===== src/rtl/except_ctrl.sv =====
// ---------------------------------------------------------------------------
// except_ctrl
//
// Registered exception collector and arbiter for the pipelined MIPS core.
// Collects excepttype vectors from NUM_CH pipeline-stage channels, picks one
// winner (oldest stage first, then by cause), captures its PC as EPC, holds a
// pipeline flush for FLUSH_CYC cycles and then offers the exception to CP0.
//
// Handshake to CP0: exc_valid_o rises once the flush completes and stays high,
// with excepttype_o / exc_code_o / epc_o stable, until cp0_ack_i is sampled
// high on a rising clock edge; the transfer happens on that edge.
//
// Optional build macro: EXCEPT_CTRL_COUNT_EN
//   defined   : exc_count_o is a saturating 16-bit count of taken exceptions
//   undefined : exc_count_o is tied to zero and no counter is built
//
// Ports
//   clk              in   system clock
//   rst_n            in   asynchronous active-low reset
//   ch_valid_i       in   [NUM_CH]      channel carries a real instruction
//   ch_excepttype_i  in   [32*NUM_CH]   per-channel excepttype, ch k at [32k+:32]
//   ch_pc_i          in   [PC_W*NUM_CH] per-channel instruction PC
//   cp0_ack_i        in   CP0 accepted the exception
//   flush_o          out  flush all pipeline stages
//   exc_valid_o      out  exception request to CP0
//   excepttype_o     out  [32] one-hot selected cause
//   exc_code_o       out  [5]  cause code (RI=10, Ov=12, Sys=8, eret=31)
//   epc_o            out  [PC_W] PC of the winning channel
//   busy_o           out  controller not idle
//   exc_count_o      out  [16] taken-exception count
// ---------------------------------------------------------------------------
module except_ctrl #(
  parameter int NUM_CH    = 3,
  parameter int FLUSH_CYC = 2,
  parameter int PC_W      = 32
) (
  input  logic                     clk,
  input  logic                     rst_n,
  input  logic [NUM_CH-1:0]        ch_valid_i,
  input  logic [32*NUM_CH-1:0]     ch_excepttype_i,
  input  logic [PC_W*NUM_CH-1:0]   ch_pc_i,
  input  logic                     cp0_ack_i,
  output logic                     flush_o,
  output logic                     exc_valid_o,
  output logic [31:0]              excepttype_o,
  output logic [4:0]               exc_code_o,
  output logic [PC_W-1:0]          epc_o,
  output logic                     busy_o,
  output logic [15:0]              exc_count_o
);

  // Only syscall (8), RI (9), overflow (10) and eret (12) are meaningful.
  localparam logic [31:0] SIG_MASK = 32'h0000_1700;
  localparam int CNT_W = (FLUSH_CYC > 1) ? $clog2(FLUSH_CYC) : 1;

  typedef enum logic [1:0] {
    ST_IDLE  = 2'd0,
    ST_FLUSH = 2'd1,
    ST_REQ   = 2'd2
  } state_e;

  state_e             state_q, state_d;
  logic [CNT_W-1:0]   flush_cnt_q, flush_cnt_d;
  logic               flush_q, flush_d;
  logic               exc_valid_q, exc_valid_d;
  logic [31:0]        excepttype_q, excepttype_d;
  logic [4:0]         exc_code_q, exc_code_d;
  logic [PC_W-1:0]    epc_q, epc_d;

  // Candidate selection results
  logic               cand_any;
  logic [31:0]        win_type;
  logic [PC_W-1:0]    win_pc;
  logic [31:0]        masked_v;
  logic [31:0]        sel_type;
  logic [4:0]         sel_code;

  // -------------------------------------------------------------------------
  // Channel arbitration: scanning upward and overwriting on every candidate
  // leaves the highest-indexed (oldest) candidate as the winner.
  // -------------------------------------------------------------------------
  always_comb begin
    cand_any = 1'b0;
    win_type = '0;
    win_pc   = '0;
    masked_v = '0;
    for (int k = 0; k < NUM_CH; k++) begin
      masked_v = ch_excepttype_i[32*k +: 32] & SIG_MASK;
      if (ch_valid_i[k] && (masked_v != 32'h0)) begin
        cand_any = 1'b1;
        win_type = masked_v;
        win_pc   = ch_pc_i[PC_W*k +: PC_W];
      end
    end
  end

  // Cause priority inside the winning channel: RI > Ov > Sys > eret.
  always_comb begin
    sel_type = 32'h0;
    sel_code = 5'd0;
    if (win_type[9]) begin
      sel_type = 32'h0000_0200;
      sel_code = 5'd10;
    end else if (win_type[10]) begin
      sel_type = 32'h0000_0400;
      sel_code = 5'd12;
    end else if (win_type[8]) begin
      sel_type = 32'h0000_0100;
      sel_code = 5'd8;
    end else if (win_type[12]) begin
      sel_type = 32'h0000_1000;
      sel_code = 5'h1F;
    end
  end

  // -------------------------------------------------------------------------
  // FSM: state register
  // -------------------------------------------------------------------------
  always_ff @(posedge clk or negedge rst_n) begin
    if (!rst_n) begin
      state_q <= ST_IDLE;
    end else begin
      state_q <= state_d;
    end
  end

  // -------------------------------------------------------------------------
  // FSM: next-state logic
  // -------------------------------------------------------------------------
  always_comb begin
    state_d = state_q;
    case (state_q)
      ST_IDLE:  if (cand_any)                state_d = ST_FLUSH;
      ST_FLUSH: if (flush_cnt_q == '0)       state_d = ST_REQ;
      ST_REQ:   if (cp0_ack_i)               state_d = ST_IDLE;
      default:                               state_d = ST_IDLE;
    endcase
  end

  // -------------------------------------------------------------------------
  // FSM: output / datapath next values. All outputs are registered so the
  // flush and request lines are glitch-free toward the pipeline and CP0.
  // -------------------------------------------------------------------------
  always_comb begin
    flush_cnt_d  = flush_cnt_q;
    flush_d      = flush_q;
    exc_valid_d  = exc_valid_q;
    excepttype_d = excepttype_q;
    exc_code_d   = exc_code_q;
    epc_d        = epc_q;
    case (state_q)
      ST_IDLE: begin
        if (cand_any) begin
          excepttype_d = sel_type;
          exc_code_d   = sel_code;
          epc_d        = win_pc;
          flush_d      = 1'b1;
          flush_cnt_d  = CNT_W'(FLUSH_CYC - 1);
        end
      end
      ST_FLUSH: begin
        // Counter reaching zero marks the last flush cycle.
        if (flush_cnt_q == '0) begin
          flush_d     = 1'b0;
          exc_valid_d = 1'b1;
        end else begin
          flush_cnt_d = flush_cnt_q - CNT_W'(1);
        end
      end
      ST_REQ: begin
        // EPC is kept after the ack so CP0 may still read it.
        if (cp0_ack_i) begin
          exc_valid_d  = 1'b0;
          excepttype_d = 32'h0;
          exc_code_d   = 5'd0;
        end
      end
      default: begin
        flush_d     = 1'b0;
        exc_valid_d = 1'b0;
      end
    endcase
  end

  always_ff @(posedge clk or negedge rst_n) begin
    if (!rst_n) begin
      flush_cnt_q  <= '0;
      flush_q      <= 1'b0;
      exc_valid_q  <= 1'b0;
      excepttype_q <= 32'h0;
      exc_code_q   <= 5'd0;
      epc_q        <= '0;
    end else begin
      flush_cnt_q  <= flush_cnt_d;
      flush_q      <= flush_d;
      exc_valid_q  <= exc_valid_d;
      excepttype_q <= excepttype_d;
      exc_code_q   <= exc_code_d;
      epc_q        <= epc_d;
    end
  end

  assign flush_o      = flush_q;
  assign exc_valid_o  = exc_valid_q;
  assign excepttype_o = excepttype_q;
  assign exc_code_o   = exc_code_q;
  assign epc_o        = epc_q;
  assign busy_o       = (state_q != ST_IDLE);

  // -------------------------------------------------------------------------
  // Optional taken-exception counter
  // -------------------------------------------------------------------------
`ifdef EXCEPT_CTRL_COUNT_EN
  logic [15:0] count_q, count_d;

  always_comb begin
    count_d = count_q;
    if ((state_q == ST_IDLE) && cand_any && (count_q != 16'hFFFF)) begin
      count_d = count_q + 16'd1;
    end
  end

  always_ff @(posedge clk or negedge rst_n) begin
    if (!rst_n) begin
      count_q <= 16'h0;
    end else begin
      count_q <= count_d;
    end
  end

  assign exc_count_o = count_q;
`else
  assign exc_count_o = 16'h0000;
`endif

endmodule


===== config.mk =====
export PLATFORM = sky130hd
export DESIGN_NAME = except_ctrl
export DESIGN_NICKNAME = d
export VERILOG_FILES = /design/src/rtl/except_ctrl.sv
export SDC_FILE = /design/constraint.sdc
export NUM_CORES = 1
export LEC_CHECK = 0
export CORE_AREA = 2 2 111 113
export DETAILED_ROUTE_END_ITERATION = 10
export DIE_AREA = 0 0 113 115
export DONT_BUFFER_PORTS = 1
export GPL_TIMING_DRIVEN = 0
export PLACE_DENSITY = 0.44
export SLEW_MARGIN = 20
export SYNTH_ARGS = -nofsm -noshare
export SYNTH_HDL_FRONTEND = slang
export SYNTH_SLANG_ARGS = --single-unit

===== constraint.sdc =====
create_clock -name clk -period 3.1 [get_ports clk]
set_input_delay 0.465 -clock clk [delete_from_list [all_inputs] [get_ports clk]]
set_output_delay 0.465 -clock clk [all_outputs]
set_load 0.02 [all_outputs]

* Word-level counts from Yosys, hierarchy flattened
Cells that the tools add are included.
Storage, ports and cells: register bits 74, input port bits 198, output and inout port bits 88, logic and storage cells 66
Operators by class: $add $sub $neg 1, eq/ne operators 5, muxes and demuxes 35, bitwise operators 2, reduce and logical (&&, ||, !) cells 16
Operators by type and width (number):
- 2-to-1 mux 32 bit | 5
- nonzero test 32 bit | 3
- 2-to-1 mux 13 bit | 7
- case mux 32 bit (2 select lines) | 1
- 2-to-1 mux 5 bit | 6
- AND reduction 3 bit | 4
- case mux 5 bit (2 select lines) | 1
- 2-to-1 mux 1 bit | 8
- 2-to-1 mux 2 bit | 3
- != test 2 bit (second input constant) | 3
- case mux 1 bit (3 select lines) | 2
- case mux 2 bit (3 select lines) | 1
- nonzero test 2 bit | 3
- AND reduction 2 bit | 2
- logical AND 1 bit | 3
- == test 2 x 1 -> 1 bit (second input constant) | 1
- == test 2 bit (second input constant) | 1
- logical NOT 2 bit | 1
- inverter 1 bit | 2
- case mux 1 bit (2 select lines) | 1
- subtractor 1 bit (second input constant) | 1

* Logic depth before layout (Yosys ltp)
depth after elaboration 11, gate-level depth with buffers 6, mapped depth without buffers 5

* Worst setup path before layout
No wires, ideal clock.
path kind input-to-reg, start point input ch_excepttype_i[72], end point register exc_code_q[1] (netlist: exc_code_o[1]), arrival time 1.706 ns, slack 1.326 ns, stages 6, cells stage by stage o41a_1 buf_6 a311oi_4 o2bb2ai_2 or3_1 nand3_1
On the way: cells in the longest elaborated chain, start to end 9
RTL lines:
- start, declared | line 40 | input logic [32*NUM_CH-1:0] ch_excepttype_i,
- nonzero test 32 bit | line 89 | if (ch_valid_i[k] && (masked_v != 32'h0)) begin
- logical AND 1 bit | line 89
- 2-to-1 mux 13 bit | line 89
- 2-to-1 mux 5 bit | line 110 | end else if (win_type[12]) begin
- 2-to-1 mux 5 bit | line 107 | end else if (win_type[8]) begin
- 2-to-1 mux 5 bit | line 104 | end else if (win_type[10]) begin
- 2-to-1 mux 5 bit | line 101 | if (win_type[9]) begin
- 2-to-1 mux 5 bit | line 153 | if (cand_any) begin
- case mux 5 bit (2 select lines) | line 151 | case (state_q)
- end signal, assigned | line 198 | exc_code_q <= exc_code_d;
- end, declared | line 67 | logic [4:0] exc_code_q, exc_code_d;
Parallel ways exist; a longest one is shown, timed or not. The select of a mux whose other input is x is not followed. A chain may end at the register's enable or synchronous reset.

* Worst setup path after layout
start point input ch_excepttype_i[72], end point register epc_q[6] (netlist: epc_o[6])
On the way: cells in the longest elaborated chain, start to end 4
RTL lines:
- nonzero test 32 bit (*) | line 89
- logical AND 1 bit (*) | line 89
- 2-to-1 mux 1 bit | line 89
- AND reduction 2 bit (no line)
- end signal, assigned | line 199 | epc_q <= epc_d;
- end, declared | line 68 | logic [PC_W-1:0] epc_q, epc_d;
Mark *: on every way between the ends. The rest lies on a longest branch, timed or not.

==> out/qor.csv <==
metric;value;unit
area growth from synthesis to layout;19.9;%
gp weighted congestion;0.737;
first-pass GRT wire length;12.8;mm
Pre-antenna DRT Iters;7;
total number of placement rows;40;
Die X-Extent;113;um
number of top-level pins;286;
maximum net fanout on the critical path;10;
die height;115;um
count of distinct cell types in the synthesized netlist;34;
Final setup violation count;0;
depth of the most critical reg-to-reg path;5;
cells taking the most area after synthesis;dfrtp_1 41%, buf_4 14%, a221oi_1 10%;
overall via count from detail_route;2327;
total global-route track usage;0.129;
setup repair after global routing missed its margin;false;
number of antenna violations at the first check in global routing;0;
placeable core region;0.0118;mm^2
worst reg2reg path endpoint;epc_o[13];
worst ir drop on vdd;0.000239;V
most common cell after layout, fill and taps aside;buf_4;
required time at the worst-slack endpoint;3250;ps
number of input and output port buffers inserted;0;
yosys warns;0;
commonest cells after routing, fill and taps aside;49 x buf_4, 44 x conb_1, 44 x dfrtp_1;
share of final-layout standard cells stronger than drive strength 1;0.209;
endpoints failing hold;0;
CTS Root Buffer Type;clkbuf_16;
worst setup path class;in -> reg;
Ant. Diodes;0;
Resized cells post-CTS;0;
Final Skew;4.48;ps
cells after synthesis;298;
# placed instances;488;
Final Util;0.276;
number of buffers created by CTS;5;
outcome;complete, but fails checks;
clock latency on the worst-skew pair;290;ps
setup TNS after final layout;0;ps
Post-Syn Area per Cell;9.11;um^2
share of the clock period used by the worst path;0.637;
worst-case headroom to the max-slew limit;0.516;
total DRC errors in the routed layout;10;
buffer depth of the longest clock path;2;
standby leakage power;1.50;nW
Hold/Removal Path Class;in -> async;
reg-to-reg startpoint;state_q[1];
post-synth top area cell;dfrtp_1;
clock-pin transition on the worst setup and hold timing paths;60;ps
largest net degree at the start of global routing;45;
max-capacitance violation count;0;
Max Clk Rate;506;MHz
TritonCTS clock tree;built;
worst reg-to-reg setup slack;1190;ps
H-tree levels;2;
part of the Yosys area used for sequential elements;0.406;
post-route total power;2.87;mW
estimated wirelength of the detail-placed design;6.91;mm
Critical Path Sink Type;flop;
areal power density over the cells;881;mW/mm^2
Synth Register Bits;44;
combined area of all synthesized cells;0.00272;mm^2
final non-filler cell total;497;
violated checks;design-rule violations;
die area;0.0130;mm^2
final net count;547;
clock sink total;44;
shortest clock period the worst path allows after layout;1980;ps
kind of launch point of the worst setup path;primary input;
portion of synthesized cell area occupied by the leading cell type;0.406;
max-slew violations;0;
total congestion overflow after global routing;0;
via density per instance;4.68;
transition time at the pin with the least slew margin;723;ps
DR iter-0 viols;128;
vias in the first global route;2233;
Post-Route WL;8.87;mm
initial core utilization;0.230;
antenna-violating nets left;0;
WP data arrival;2130;ps
final routed wire length divided by cell count;17.8;um
logic make-up after synthesis:
| group | count (synthesis) | synth area share |
|---|---|---|
| compound gates | 88 | 0.279 |
| flops | 44 | 0.406 |
| buf+inv | 71 | 0.172 |
| other cells | 1 | 0.00138 |
| simple gates | 94 | 0.142 |
power by group:
group          internal [mW]  switching (mW)  total (mW)  leakage [nW]
Combinational          0.348           0.527       0.874         0.878
Sequential             0.850           0.526        1.38         0.540
Clock                  0.379           0.238       0.618        0.0798
Total                   1.58            1.29        2.87          1.50
Yosys cell counts:
cell type / instances
buf_4: 49
dfrtp_1: 44
nand2_1: 41
nor2_1: 37
o31ai_1: 33
a221oi_1: 32
clkbuf_1: 11
buf_2: 7
nand2b_1: 5
nand3_1: 4
o21ai_1: 4
a22o_1: 3
inv_1: 3
a32oi_1: 2
and2_1: 2
o21ai_0: 2
o41a_1: 2
a21o_1: 1
a21oi_1: 1
a22oi_1: 1
a311oi_4: 1
a31o_2: 1
a32o_1: 1
buf_6: 1
conb_1: 1
nand4_1: 1
nor2_2: 1
nor3_1: 1
o2bb2ai_2: 1
o41ai_1: 1
o41ai_2: 1
o41ai_4: 1
or2_2: 1
or3_1: 1
timing repair:
item | CTS | global route
buffers inserted | 0 | 0
hold buffers | 1 | 0
hold endpoints to repair | 44 | 0
how the worst max path moves through the flow:
stage,to,depth (start not counted),startpoint,slack (ps)
after global placement,epc_o[11],4,ch_excepttype_i[72],800
after CTS,epc_o[6],4,ch_excepttype_i[72],1070
after floorplan,exc_code_o[1],6,ch_excepttype_i[72],1330
after global routing,epc_o[0],6,ch_excepttype_i[72],960
final,epc_o[6],4,ch_excepttype_i[72],1120
after detailed placement,epc_o[11],4,ch_excepttype_i[72],760
flip-flops by register name, indices dropped and copies added, names as in the netlist:
register      flops
state_q           2
exc_valid_o       1
flush_o           1
epc_o            32
excepttype_o      3
exc_code_o        4
flush_cnt_q       1
area by class of cell:
cell class	count	area (um^2)
tap	147	184
multi-input combinational	226	1310
timing repair buffer	1	27.5
inverter	3	11.3
buffer	68	455
fill	1293	8560
clock buffer	5	125
sequential	44	1100
clock inverter	3	42.5
layer usage:
layer | vias up | track usage | wire length (um) | part of all wire
li1 | 1107 | - | - | -
met1 | 1090 | 0.163 | 3680 | 0.42
met2 | 124 | 0.222 | 4310 | 0.49
met3 | 6 | 0.0279 | 773 | 0.087
met4 | 0 | 0.0390 | 109 | 0.012
met5 | - | 0 | 0 | 0
stage by stage:
stage	instance area (um^2)	worst slack (ps)	hold slack, ps
CTS	3260	1070	19.7
detailed placement	3060	763	171
floorplan	2880	1330	169
global placement	3060	797	171
finish	3260	1120	18.8
global route	3260	958	28.6
worst max-delay path, stage by stage:
cell	delay [ps]
o41ai_4	710
a31o_2	350
clkbuf_1	430
o31ai_1	160
(Power assumes the default switching activity.)
